$ cat src/rtl/ship_ctl_multi_if.sv
// Ship controller bus: move/fire/enemy inputs, ship and shot state outputs.
// slave = controller side, master = driver/consumer side.
interface ship_ctl_multi_if #(
  parameter int N_EN    = 3,
  parameter int N_SHOTS = 2
);
  logic                   frame_tick;
  logic                   left;
  logic                   right;
  logic                   fire;
  logic [11*N_EN-1:0]     en_x;
  logic [11*N_EN-1:0]     en_y;
  logic [N_EN-1:0]        en_on;
  logic [N_SHOTS-1:0]     shot_kill;
  logic [10:0]            xpos_ship;
  logic                   ship_vis;
  logic [2:0]             lives;
  logic                   hit_pulse;
  logic                   game_over;
  logic [11*N_SHOTS-1:0]  shot_x;
  logic [11*N_SHOTS-1:0]  shot_y;
  logic [N_SHOTS-1:0]     shot_on;

  modport slave (
    input  frame_tick, left, right, fire,
    input  en_x, en_y, en_on, shot_kill,
    output xpos_ship, ship_vis, lives, hit_pulse,
    output game_over, shot_x, shot_y, shot_on
  );

  modport master (
    output frame_tick, left, right, fire,
    output en_x, en_y, en_on, shot_kill,
    input  xpos_ship, ship_vis, lives, hit_pulse,
    input  game_over, shot_x, shot_y, shot_on
  );
endinterface

$ cat src/rtl/ship_ctl_multi.sv
// Player ship controller: movement, lives, invulnerability, shots.
// Ports: pclk, rst (async active-low), bus (ship_ctl_multi_if.slave).
module ship_ctl_multi #(
  parameter int N_EN     = 3,
  parameter int N_SHOTS  = 2,
  parameter int LIVES    = 3,
  parameter int SHIP_Y   = 680,
  parameter int SHIP_W   = 64,
  parameter int SHIP_H   = 48,
  parameter int X_MIN    = 0,
  parameter int X_MAX    = 960,
  parameter int STEP     = 4,
  parameter int SHOT_SPD = 8,
  parameter int COOLDOWN = 8,
  parameter int INV_FR   = 120
) (
  input logic pclk,
  input logic rst,
  ship_ctl_multi_if.slave bus
);

  localparam int IW = $clog2(INV_FR + 1);
  localparam int CW = $clog2(COOLDOWN + 1);

  localparam logic [11:0] XMIN12 = 12'(X_MIN);
  localparam logic [11:0] XMAX12 = 12'(X_MAX);
  localparam logic [11:0] STEP12 = 12'(STEP);
  localparam logic [11:0] SW12   = 12'(SHIP_W);
  localparam logic [11:0] SY12   = 12'(SHIP_Y);
  localparam logic [11:0] SH12   = 12'(SHIP_H);

  localparam logic [10:0] XMIN11 = 11'(X_MIN);
  localparam logic [10:0] XMAX11 = 11'(X_MAX);
  localparam logic [10:0] STEP11 = 11'(STEP);
  localparam logic [10:0] HALF11 = 11'(SHIP_W / 2);
  localparam logic [10:0] LDY11  = 11'(SHIP_Y - 1);
  localparam logic [10:0] SPD11  = 11'(SHOT_SPD);
  localparam logic [10:0] XRST11 = 11'((X_MIN + X_MAX) / 2);

  typedef enum logic [1:0] {
    S_ALIVE,
    S_INV,
    S_OVER
  } state_t;

  state_t state_q, state_d;

  logic [10:0]           xpos_q, xpos_d;
  logic [2:0]            lives_q, lives_d;
  logic [IW-1:0]         inv_q, inv_d;
  logic [CW-1:0]         cool_q, cool_d;
  logic                  fire_q, fire_d;
  logic                  hit_q, hit_d;
  logic [11*N_SHOTS-1:0] sx_q, sx_d;
  logic [11*N_SHOTS-1:0] sy_q, sy_d;
  logic [N_SHOTS-1:0]    son_q, son_d;

  logic                  hit_any;
  logic                  hit_acc;
  logic                  to_over;
  logic                  fire_ok;
  logic                  found;
  logic [N_SHOTS-1:0]    free;
  logic [N_SHOTS-1:0]    load;
  logic [11:0]           ex, ey;
  logic [10:0]           y;
  logic                  ship_vis;
  logic                  game_over;

  // Box test in 12 bits so xpos+SHIP_W cannot wrap.
  always_comb begin
    hit_any = 1'b0;
    ex      = '0;
    ey      = '0;
    for (int k = 0; k < N_EN; k++) begin
      ex = {1'b0, bus.en_x[11*k +: 11]};
      ey = {1'b0, bus.en_y[11*k +: 11]};
      if (bus.en_on[k] &&
          ex >= {1'b0, xpos_q} &&
          ex < {1'b0, xpos_q} + SW12 &&
          ey >= SY12 &&
          ey < SY12 + SH12)
        hit_any = 1'b1;
    end
  end

  always_ff @(posedge pclk or negedge rst) begin
    if (!rst) state_q <= S_ALIVE;
    else      state_q <= state_d;
  end

  always_comb begin
    state_d = state_q;
    unique case (state_q)
      S_ALIVE:
        if (hit_any)
          state_d = (lives_q > 3'd1) ? S_INV : S_OVER;
      S_INV:
        if (bus.frame_tick && inv_q == IW'(1))
          state_d = S_ALIVE;
      default: state_d = S_OVER;
    endcase
  end

  always_comb begin
    ship_vis  = 1'b1;
    game_over = 1'b0;
    unique case (1'b1)
      state_q == S_INV:  ship_vis = inv_q[3];
      state_q == S_OVER: begin
        ship_vis  = 1'b0;
        game_over = 1'b1;
      end
      default: ;
    endcase
  end

  always_comb begin
    hit_acc = (state_q == S_ALIVE) && hit_any;
    to_over = (state_d == S_OVER) && (state_q != S_OVER);
    hit_d   = hit_acc;
    lives_d = lives_q;
    inv_d   = inv_q;
    xpos_d  = xpos_q;
    cool_d  = cool_q;
    fire_d  = bus.fire;
    sx_d    = sx_q;
    sy_d    = sy_q;
    son_d   = son_q;
    y       = '0;

    if (hit_acc) lives_d = lives_q - 3'd1;

    if (state_q == S_ALIVE && state_d == S_INV)
      inv_d = IW'(INV_FR);
    else if (state_q == S_INV && bus.frame_tick)
      inv_d = inv_q - IW'(1);

    if (bus.frame_tick && state_q != S_OVER &&
        (bus.left ^ bus.right)) begin
      if (bus.left)
        xpos_d = ({1'b0, xpos_q} < XMIN12 + STEP12) ?
                 XMIN11 : xpos_q - STEP11;
      else
        xpos_d = ({1'b0, xpos_q} + STEP12 > XMAX12) ?
                 XMAX11 : xpos_q + STEP11;
    end

    // A slot being killed this cycle is not offered for loading.
    free    = ~son_q & ~bus.shot_kill;
    fire_ok = bus.fire && !fire_q &&
              state_q != S_OVER &&
              cool_q == '0 && (|free);

    load  = '0;
    found = 1'b0;
    for (int k = 0; k < N_SHOTS; k++) begin
      if (fire_ok && free[k] && !found) begin
        load[k] = 1'b1;
        found   = 1'b1;
      end
    end

    if (fire_ok)
      cool_d = CW'(COOLDOWN);
    else if (bus.frame_tick && cool_q != '0)
      cool_d = cool_q - CW'(1);

    for (int k = 0; k < N_SHOTS; k++) begin
      y = sy_q[11*k +: 11];
      if (to_over) begin
        son_d[k] = 1'b0;
      end else if (state_q == S_OVER) begin
        son_d[k] = son_q[k];
      end else if (bus.shot_kill[k]) begin
        son_d[k] = 1'b0;
      end else if (load[k]) begin
        sx_d[11*k +: 11] = xpos_q + HALF11;
        sy_d[11*k +: 11] = LDY11;
        son_d[k]         = 1'b1;
      end else if (bus.frame_tick && son_q[k]) begin
        if (y >= SPD11) sy_d[11*k +: 11] = y - SPD11;
        else            son_d[k] = 1'b0;
      end
    end
  end

  always_ff @(posedge pclk or negedge rst) begin
    if (!rst) begin
      xpos_q  <= XRST11;
      lives_q <= 3'(LIVES);
      inv_q   <= '0;
      cool_q  <= '0;
      fire_q  <= 1'b0;
      hit_q   <= 1'b0;
      sx_q    <= '0;
      sy_q    <= '0;
      son_q   <= '0;
    end else begin
      xpos_q  <= xpos_d;
      lives_q <= lives_d;
      inv_q   <= inv_d;
      cool_q  <= cool_d;
      fire_q  <= fire_d;
      hit_q   <= hit_d;
      sx_q    <= sx_d;
      sy_q    <= sy_d;
      son_q   <= son_d;
    end
  end

  assign bus.xpos_ship = xpos_q;
  assign bus.ship_vis  = ship_vis;
  assign bus.lives     = lives_q;
  assign bus.hit_pulse = hit_q;
  assign bus.game_over = game_over;
  assign bus.shot_x    = sx_q;
  assign bus.shot_y    = sy_q;
  assign bus.shot_on   = son_q;

endmodule
$ cat src/flat_wrapper.sv
// flat-port wrapper written by rule: the top's interface ports become plain ports
module ship_ctl_multi_flat 
#(
  parameter int N_EN     = 3,
  parameter int N_SHOTS  = 2,
  parameter int LIVES    = 3,
  parameter int SHIP_Y   = 680,
  parameter int SHIP_W   = 64,
  parameter int SHIP_H   = 48,
  parameter int X_MIN    = 0,
  parameter int X_MAX    = 960,
  parameter int STEP     = 4,
  parameter int SHOT_SPD = 8,
  parameter int COOLDOWN = 8,
  parameter int INV_FR   = 120
)
  (pclk, rst, bus_frame_tick, bus_left, bus_right, bus_fire, bus_en_x, bus_en_y, bus_en_on, bus_shot_kill, bus_xpos_ship, bus_ship_vis, bus_lives, bus_hit_pulse, bus_game_over, bus_shot_x, bus_shot_y, bus_shot_on);
  ship_ctl_multi_if #(.N_EN(N_EN), .N_SHOTS(N_SHOTS)) bus_i ();
  input logic pclk;
  input logic rst;
  input wire logic [$bits(bus_i.frame_tick)-1:0] bus_frame_tick;
  input wire logic [$bits(bus_i.left)-1:0] bus_left;
  input wire logic [$bits(bus_i.right)-1:0] bus_right;
  input wire logic [$bits(bus_i.fire)-1:0] bus_fire;
  input wire logic [$bits(bus_i.en_x)-1:0] bus_en_x;
  input wire logic [$bits(bus_i.en_y)-1:0] bus_en_y;
  input wire logic [$bits(bus_i.en_on)-1:0] bus_en_on;
  input wire logic [$bits(bus_i.shot_kill)-1:0] bus_shot_kill;
  output wire logic [$bits(bus_i.xpos_ship)-1:0] bus_xpos_ship;
  output wire logic [$bits(bus_i.ship_vis)-1:0] bus_ship_vis;
  output wire logic [$bits(bus_i.lives)-1:0] bus_lives;
  output wire logic [$bits(bus_i.hit_pulse)-1:0] bus_hit_pulse;
  output wire logic [$bits(bus_i.game_over)-1:0] bus_game_over;
  output wire logic [$bits(bus_i.shot_x)-1:0] bus_shot_x;
  output wire logic [$bits(bus_i.shot_y)-1:0] bus_shot_y;
  output wire logic [$bits(bus_i.shot_on)-1:0] bus_shot_on;
  assign bus_i.frame_tick = bus_frame_tick;
  assign bus_i.left = bus_left;
  assign bus_i.right = bus_right;
  assign bus_i.fire = bus_fire;
  assign bus_i.en_x = bus_en_x;
  assign bus_i.en_y = bus_en_y;
  assign bus_i.en_on = bus_en_on;
  assign bus_i.shot_kill = bus_shot_kill;
  assign bus_xpos_ship = bus_i.xpos_ship;
  assign bus_ship_vis = bus_i.ship_vis;
  assign bus_lives = bus_i.lives;
  assign bus_hit_pulse = bus_i.hit_pulse;
  assign bus_game_over = bus_i.game_over;
  assign bus_shot_x = bus_i.shot_x;
  assign bus_shot_y = bus_i.shot_y;
  assign bus_shot_on = bus_i.shot_on;
  ship_ctl_multi #(.N_EN(N_EN), .N_SHOTS(N_SHOTS), .LIVES(LIVES), .SHIP_Y(SHIP_Y), .SHIP_W(SHIP_W), .SHIP_H(SHIP_H), .X_MIN(X_MIN), .X_MAX(X_MAX), .STEP(STEP), .SHOT_SPD(SHOT_SPD), .COOLDOWN(COOLDOWN), .INV_FR(INV_FR)) u_core (.pclk(pclk), .rst(rst), .bus(bus_i));
endmodule
$ cat config.mk
export PLATFORM = sky130hd
export DESIGN_NAME = ship_ctl_multi_flat
export DESIGN_NICKNAME = d
export VERILOG_FILES = /design/src/rtl/ship_ctl_multi_if.sv /design/src/rtl/ship_ctl_multi.sv /design/src/flat_wrapper.sv
export SDC_FILE = /design/constraint.sdc
export NUM_CORES = 1
export LEC_CHECK = 0
export BUFFER_PORTS_ARGS = -buffer_cell sky130_fd_sc_hd__buf_2
export CAP_MARGIN = 40
export CORE_MARGIN = 8
export CORE_UTILIZATION = 35
export CTS_CLUSTER_SIZE = 14
export DETAILED_ROUTE_END_ITERATION = 8
export PLACE_DENSITY_LB_ADDON = 0.1
export SETUP_SLACK_MARGIN = 0.4
export SYNTH_ARGS = -nofsm -noshare
export SYNTH_HDL_FRONTEND = slang
export SYNTH_SLANG_ARGS = --single-unit
$ cat constraint.sdc
create_clock -name pclk -period 3.5 [get_ports pclk]
set_input_delay 0.7 -clock pclk [delete_from_list [all_inputs] [get_ports pclk]]
set_output_delay 0.7 -clock pclk [all_outputs]
set_load 0.02 [all_outputs]
* Word level (Yosys, flattened, before mapping)
Cells that the tools add are included.
** Storage, ports and cells
- Register bits after elaboration :: 75
- Latch bits :: 0
- RAM bits :: 0
- Bits in read-only memories :: 0
- Input bits :: 77
- Output and inout port bits :: 63
- Word-level logic and storage cells :: 142
- Memories kept :: 0
** Cells by class
- Add/subtract/negate cells :: 10
- Multiply operators :: 0
- Divide/modulo/power cells :: 0
- $lt $le $gt $ge :: 17
- Eq/ne operators :: 9
- Shift-type cells :: 0
- Muxes and demuxes :: 36
- Bitwise operators :: 8
- Reductions and logical operators :: 49
** Operators by type and width (count)
- $mux 11 :: 9
- $lt 11x12->1 :: 3
- $ge 11x10->1 const B :: 3
- $ge 11x11->1 :: 3
- $lt 11x10->1 const B :: 3
- $logic_and 1x1->1 :: 29
- $ge 11x4->1 const B :: 2
- $sub 11x4->11 const B :: 2
- $mux 1 :: 18
- $mux 7 :: 2
- $add 11x3->12 const B :: 1
- $add 11x7->12 const B :: 1
- $gt 12x10->1 const B :: 1
- $reduce_bool 2->1 :: 6
- $reduce_bool 4->1 :: 3
- $add 11x3->11 const B :: 1
- $add 11x6->11 const B :: 1
- $lt 11x3->1 const B :: 1
- $sub 11x3->11 const B :: 1
- $reduce_and 5->1 :: 2
- $mux 4 :: 2
- $ne 4x2->1 const B :: 2
- $reduce_and 4->1 :: 2
- $eq 7x1->1 const B :: 1
- other kinds (20) :: 30

* Logic depth before layout (Yosys ltp)
- Depth in word-level cells :: 14
- Gate-level depth with buffers :: 14
- Depth with buffers taken out :: 13

* Worst setup path before layout
No wires, ideal clock.
- Path kind :: register to register
- Start point :: reg u_core.xpos_q[5], in the netlist u_core.bus.xpos_ship[5]
- End point :: reg u_core.sx_q[17], in the netlist u_core.bus.shot_x[17]
- Setup time :: 0.125 ns
- Arrival time :: 3.463 ns
- Setup slack :: -0.088 ns
- Stages on the path, launching flop included :: 13
- Buffers on the path :: 2
- Clock period less this slack :: 3.588 ns
- Path through :: dfstp_2 clkbuf_1 inv_1 ha_1 a21o_1 a211oi_1 a21oi_1 o31a_1 a32o_1 o211a_1 nor3_2 buf_4 mux2_2
** On the way
- Word-level cells in the longest chain between the ends :: 14
- Elaborated cells on any way between the ends :: 29
- Classes of those cells :: 2 x add/sub; 6 x order compare; 1 x eq/ne; 5 x mux; 1 x bitwise; 14 x reduce/logical
** RTL lines
- start: declaration :: line ship_ctl_multi.sv:48 : logic [10:0] xpos_q, xpos_d;
- start signal: assignment :: line ship_ctl_multi.sv:200 : xpos_q <= xpos_d;
- $add 11x7->12 / $ge 11x11->1 (equally long branches) :: line ship_ctl_multi.sv:80, ship_ctl_multi.sv:79
- $lt 11x12->1 / $logic_and 1x1->1 (equally long branches) :: line ship_ctl_multi.sv:80, ship_ctl_multi.sv:78
- $logic_and 1x1->1 :: line ship_ctl_multi.sv:79 : ex >= {1'b0, xpos_q} &&
- $logic_and 1x1->1 :: line ship_ctl_multi.sv:80 : ex < {1'b0, xpos_q} + SW12 &&
- $logic_and 1x1->1 :: line ship_ctl_multi.sv:81 : ey >= SY12 &&
- $mux 1 (3 in series) :: line ship_ctl_multi.sv:78 : if (bus.en_on[k] &&
- $mux 2 :: line ship_ctl_multi.sv:96 : if (hit_any)
- $pmux 2 s2 :: line ship_ctl_multi.sv:94 : unique case (state_q)
- $eq 2x2->1 :: line ship_ctl_multi.sv:120 : to_over = (state_d == S_OVER) && (state_q != S_OVER);
- $logic_and 1x1->1 :: line ship_ctl_multi.sv:120
- $not 1->1 (no line)
- $reduce_and 4->1 (no line)
- end signal: assignment :: line ship_ctl_multi.sv:196 : sx_q <= '0;
- end signal: assignment :: line ship_ctl_multi.sv:206 : sx_q <= sx_d;
- end: declaration :: line ship_ctl_multi.sv:54 : logic [11*N_SHOTS-1:0] sx_q, sx_d;
Several ways; a longest one is shown, not always the timed one.
A chain may end at the register's enable or synchronous reset.

* Final worst setup path
- Start point :: reg u_core.xpos_q[6], in the netlist u_core.bus.xpos_ship[6]
- End point :: reg u_core.sx_q[9], in the netlist u_core.bus.shot_x[9]
The elaborated chain is that of the path after synthesis.

==> metrics.md <==
| Metric | Value |
|---|---|
| Metal3 WL | `around 690 um` |
| Post-layout net count | `806` |
| Finished Cell Area | `roughly 0.0065 mm^2` |
| Metal2 WL | `a little under 7 mm` |
| Root buffer cell | `clkbuf_16` |
| Number of max-cap violations | `0` |
| Routed Antenna Nets | `0` |
| Critical Path AT | `~3.5 ns` |
| All-layer global routing usage | `15.7%` |
| Number of antenna violations at the first check in global routing | `1` |
| Leading cell type in the layout, fill and taps excluded | `buf_2` |
| Clock latency at the later pin of the worst-skew pair | `0.33 ns` |
| RSZ-0062 raised after global routing | `true` |
| Capture point of the worst reg-to-reg path | `u_core.bus.shot_x[9]` |
| Worst VDD drop | `0.467 mV` |
| Fill cell count | `1,262` |
| Critical path peak fanout | `7` |
| Status | `complete, no violations` |
| Final Wtd Congestion | `0.806` |
| Starting DRT DRC Count | `153` |
| Vias in the first global route | `4,432` |
| First-pass GRT wire length | `22.8 mm` |
| Post-synthesis average cell area | `9.15 um^2` |
| Clock buffer count from CTS | `9` |
| Worst Max-Slew Pin Slew | `0.694 ns` |
| Routed len/inst | `16.8 um` |
| RR Startpoint | `u_core.bus.xpos_ship[6]` |
| Setup Skew | `0.00806 ns` |
| Core area | `between 0.01 and 0.015 mm^2` |
| CTS tree | `done` |
| DRC viols | `0` |
| CP cell instances | `inv_4, ha_4, inv_4, ha_4, nand2_2, nor3_2, o31ai_2, a31o_2, a32o_2, o211a_4, nor3b_4, buf_12, mux2_4` |
| Ys flop type | `dfrtp_1` |
| Worst endpoint required time | `roughly 3.7 ns` |
| Async S/R FF share, synth | `100%` |
| Sequential fraction of the synthesis area | `34.2%` |
| Sequential cell area | `between 0.0015 and 0.002 mm^2` |
| CP max stage delay | `0.69 ns` |
| Netlist Area Pre-Place | `0.00477 mm^2` |
| Via count | `4,471` |
| Post-CTS Hold Buffers | `0` |
| Final setup viols | `0` |
| Final Max Tran Viols | `0` |
| Row count | `42` |
| I/O Buffers | `118` |
| Antenna cells | `0` |
| Die ar. | `between 0.015 and 0.02 mm^2` |
| FF-to-FF setup slack | `0.20 ns` |
| Fin crit period | `3.30 ns` |
| Area post-placement | `0.00587 mm^2` |
| Clock Path Buffers | `2` |
| Final worst path period share | `94.3%` |
| Hold Crit Class | `primary input to asynchronous set/reset pin` |
| P_leak | `3.06 nW` |
| Total grt overflow | `0` |
| Pwr/cell area | `800 mW/mm^2` |
| Post-synthesis cell count | `roughly 520` |
| Routed WL | `14.3 mm` |
| Width of the die | `about 130 um` |
| Layout cells sized above 1 | `about two fifths` |
| Initial Util | `a little over a third` |
| Fin. Hold Viols | `0` |
| Multi-input gate area | `0.00325 mm^2` |
| H-tree depth | `3` |
| 1st-pass router iterations | `4` |
| Area grow syn2layout | `36.9%` |
| Largest net degree at the start of global routing | `42` |
| Yosys warns | `0` |
| Sum Neg Setup Slack | `0 ns` |
| Post-DP HPWL | `between 10 and 15 mm` |
| Die height | `133 um` |
| WS Path Type | `flop to flop` |
| Slowest cell on the critical path | `dfstp_4` |
| Worst reg2reg path depth | `13` |
| Max Freq | `between 0.3 and 0.4 GHz` |
| Top sig layer | `met5` |
| Clock sink total | `65` |
| Met1 WL | `6.73 mm` |
| Crit end category | `flop` |
| Worst-path clk slew | `about 0.060 ns` |
| Most frequent cells in the layout | `buf_2 (118), dfrtp_1 (57), ha_1 (44), nor2_1 (43), buf_4 (38)` |
| Post-synth EDFFs | `0` |
| Slew margin rel. | `a little over half` |
| Yosys cell types | `67` |
| #FFs+latches synth | `65` |
| Post-DR vias/cell | `5.22` |
| Element type at the critical path start | `flop` |
| IO Pins | `140` |
[worst max path at each step]
stage / from / endpoint / slack, ns / cells past startpoint
5_1_grt: u_core.bus.xpos_ship[6] / u_core.bus.shot_x[9] / 0.11 / 13
3_3_place_gp: u_core.bus.xpos_ship[6] / u_core.bus.shot_x[4] / 0.07 / 12
3_5_place_dp: bus_en_x[15] / u_core.bus.shot_x[4] / 0.02 / 11
2_1_floorplan: u_core.bus.xpos_ship[5] / u_core.bus.shot_x[17] / 0.35 / 12
4_1_cts: u_core.bus.xpos_ship[6] / u_core.bus.shot_x[9] / 0.24 / 11
6_report: u_core.bus.xpos_ship[6] / u_core.bus.shot_x[9] / 0.20 / 13
[cells in the mapped netlist, types with 6 or more instances]
cell type	n	area (um^2)
o21ai_0	21	105
nand3_1	17	85.1
and3_1	7	43.8
dfstp_2	6	158
nand4_1	6	37.5
mux2_2	22	248
xnor2_1	15	131
ha_1	54	676
a21oi_1	34	170
nor3_1	21	105
nand2_1	32	120
dfrtp_1	59	1480
nor2_1	43	161
buf_4	11	82.6
o22ai_1	6	37.5
clkbuf_1	13	48.8
a21o_1	10	75.1
or3_1	10	62.6
inv_1	30	113
a211oi_1	6	45.0
[routing by layer]
metal  track usage, %  up-vias
li1                 -     2215
met4             3.53        2
met5                0        -
met2             25.9      104
met1             20.1     2139
met3             4.01       11
[cells by family after synthesis]
family | after synthesis | share of synthesized area, %
AO/OA/AOI/OAI | 127 | 18.1
XOR/XNOR | 19 | 3.49
adder cells (fa/ha/maj) | 54 | 14.2
buffers and inverters | 57 | 5.42
flip-flops | 65 | 34.2
multiplexers | 22 | 5.19
other | 1 | 0.0785
AND/OR/NAND/NOR | 177 | 19.3
[worst max-delay path: cells and delay by family, from the launching register on]
kind	cells	cell delay, ns
flip-flops	1	0.69
AND/OR/NAND/NOR	3	0.49
buffers and inverters	3	0.27
AO/OA/AOI/OAI	4	0.89
adder cells (fa/ha/maj)	2	0.53
multiplexers	1	0.30
[stage by stage]
step / std cells / util, % / hold WS [ns] / worst slack [ns] / power (mW)
after global placement: 821 / 43.9 / 0.479 / 0.0699 / 4.02
after detailed placement: 822 / 44.1 / 0.489 / 0.0247 / 4.07
after global routing: 856 / 49.2 / 0.403 / 0.111 / 5.64
after CTS: 843 / 47.3 / 0.378 / 0.242 / 5.17
final: 856 / 49.2 / 0.379 / 0.200 / 5.23
after floorplan: 527 / - / 0.404 / 0.348 / 3.18
[timing repair]
item,CTS,global route
buffers inserted,5,12
gates cloned,0,1
gates resized for setup,15,30
pin swaps,3,9
setup endpoints to repair,39,42
[sequential cells by signal (all words and copies together) (netlist names)]
name,cells
u_core.fire_q,1
u_core.bus.shot_on,2
u_core.cool_q,4
u_core.bus.xpos_ship,9
u_core.inv_q,7
u_core.bus.shot_x,18
u_core.state_q,2
u_core.bus.hit_pulse,1
u_core.bus.shot_y,18
u_core.bus.lives,3
[cell type report]
| class | instances | share of cell area [%] |
|---|---|---|
| multi-input cells | 405 | 49.7 |
| flip-flops and latches | 65 | 25.1 |
| repair buffers | 164 | 15.4 |
| clock buffers | 11 | 3.71 |
| well taps | 176 | 3.37 |
| inverters | 30 | 1.86 |
| clock inverters | 5 | 0.842 |
[where the power goes]
part           switching, mW  internal [mW]
Sequential             0.326           1.09
Combinational           1.65           1.26
Clock                  0.331          0.568
Note: power is estimated with default switching activity, not from simulation.
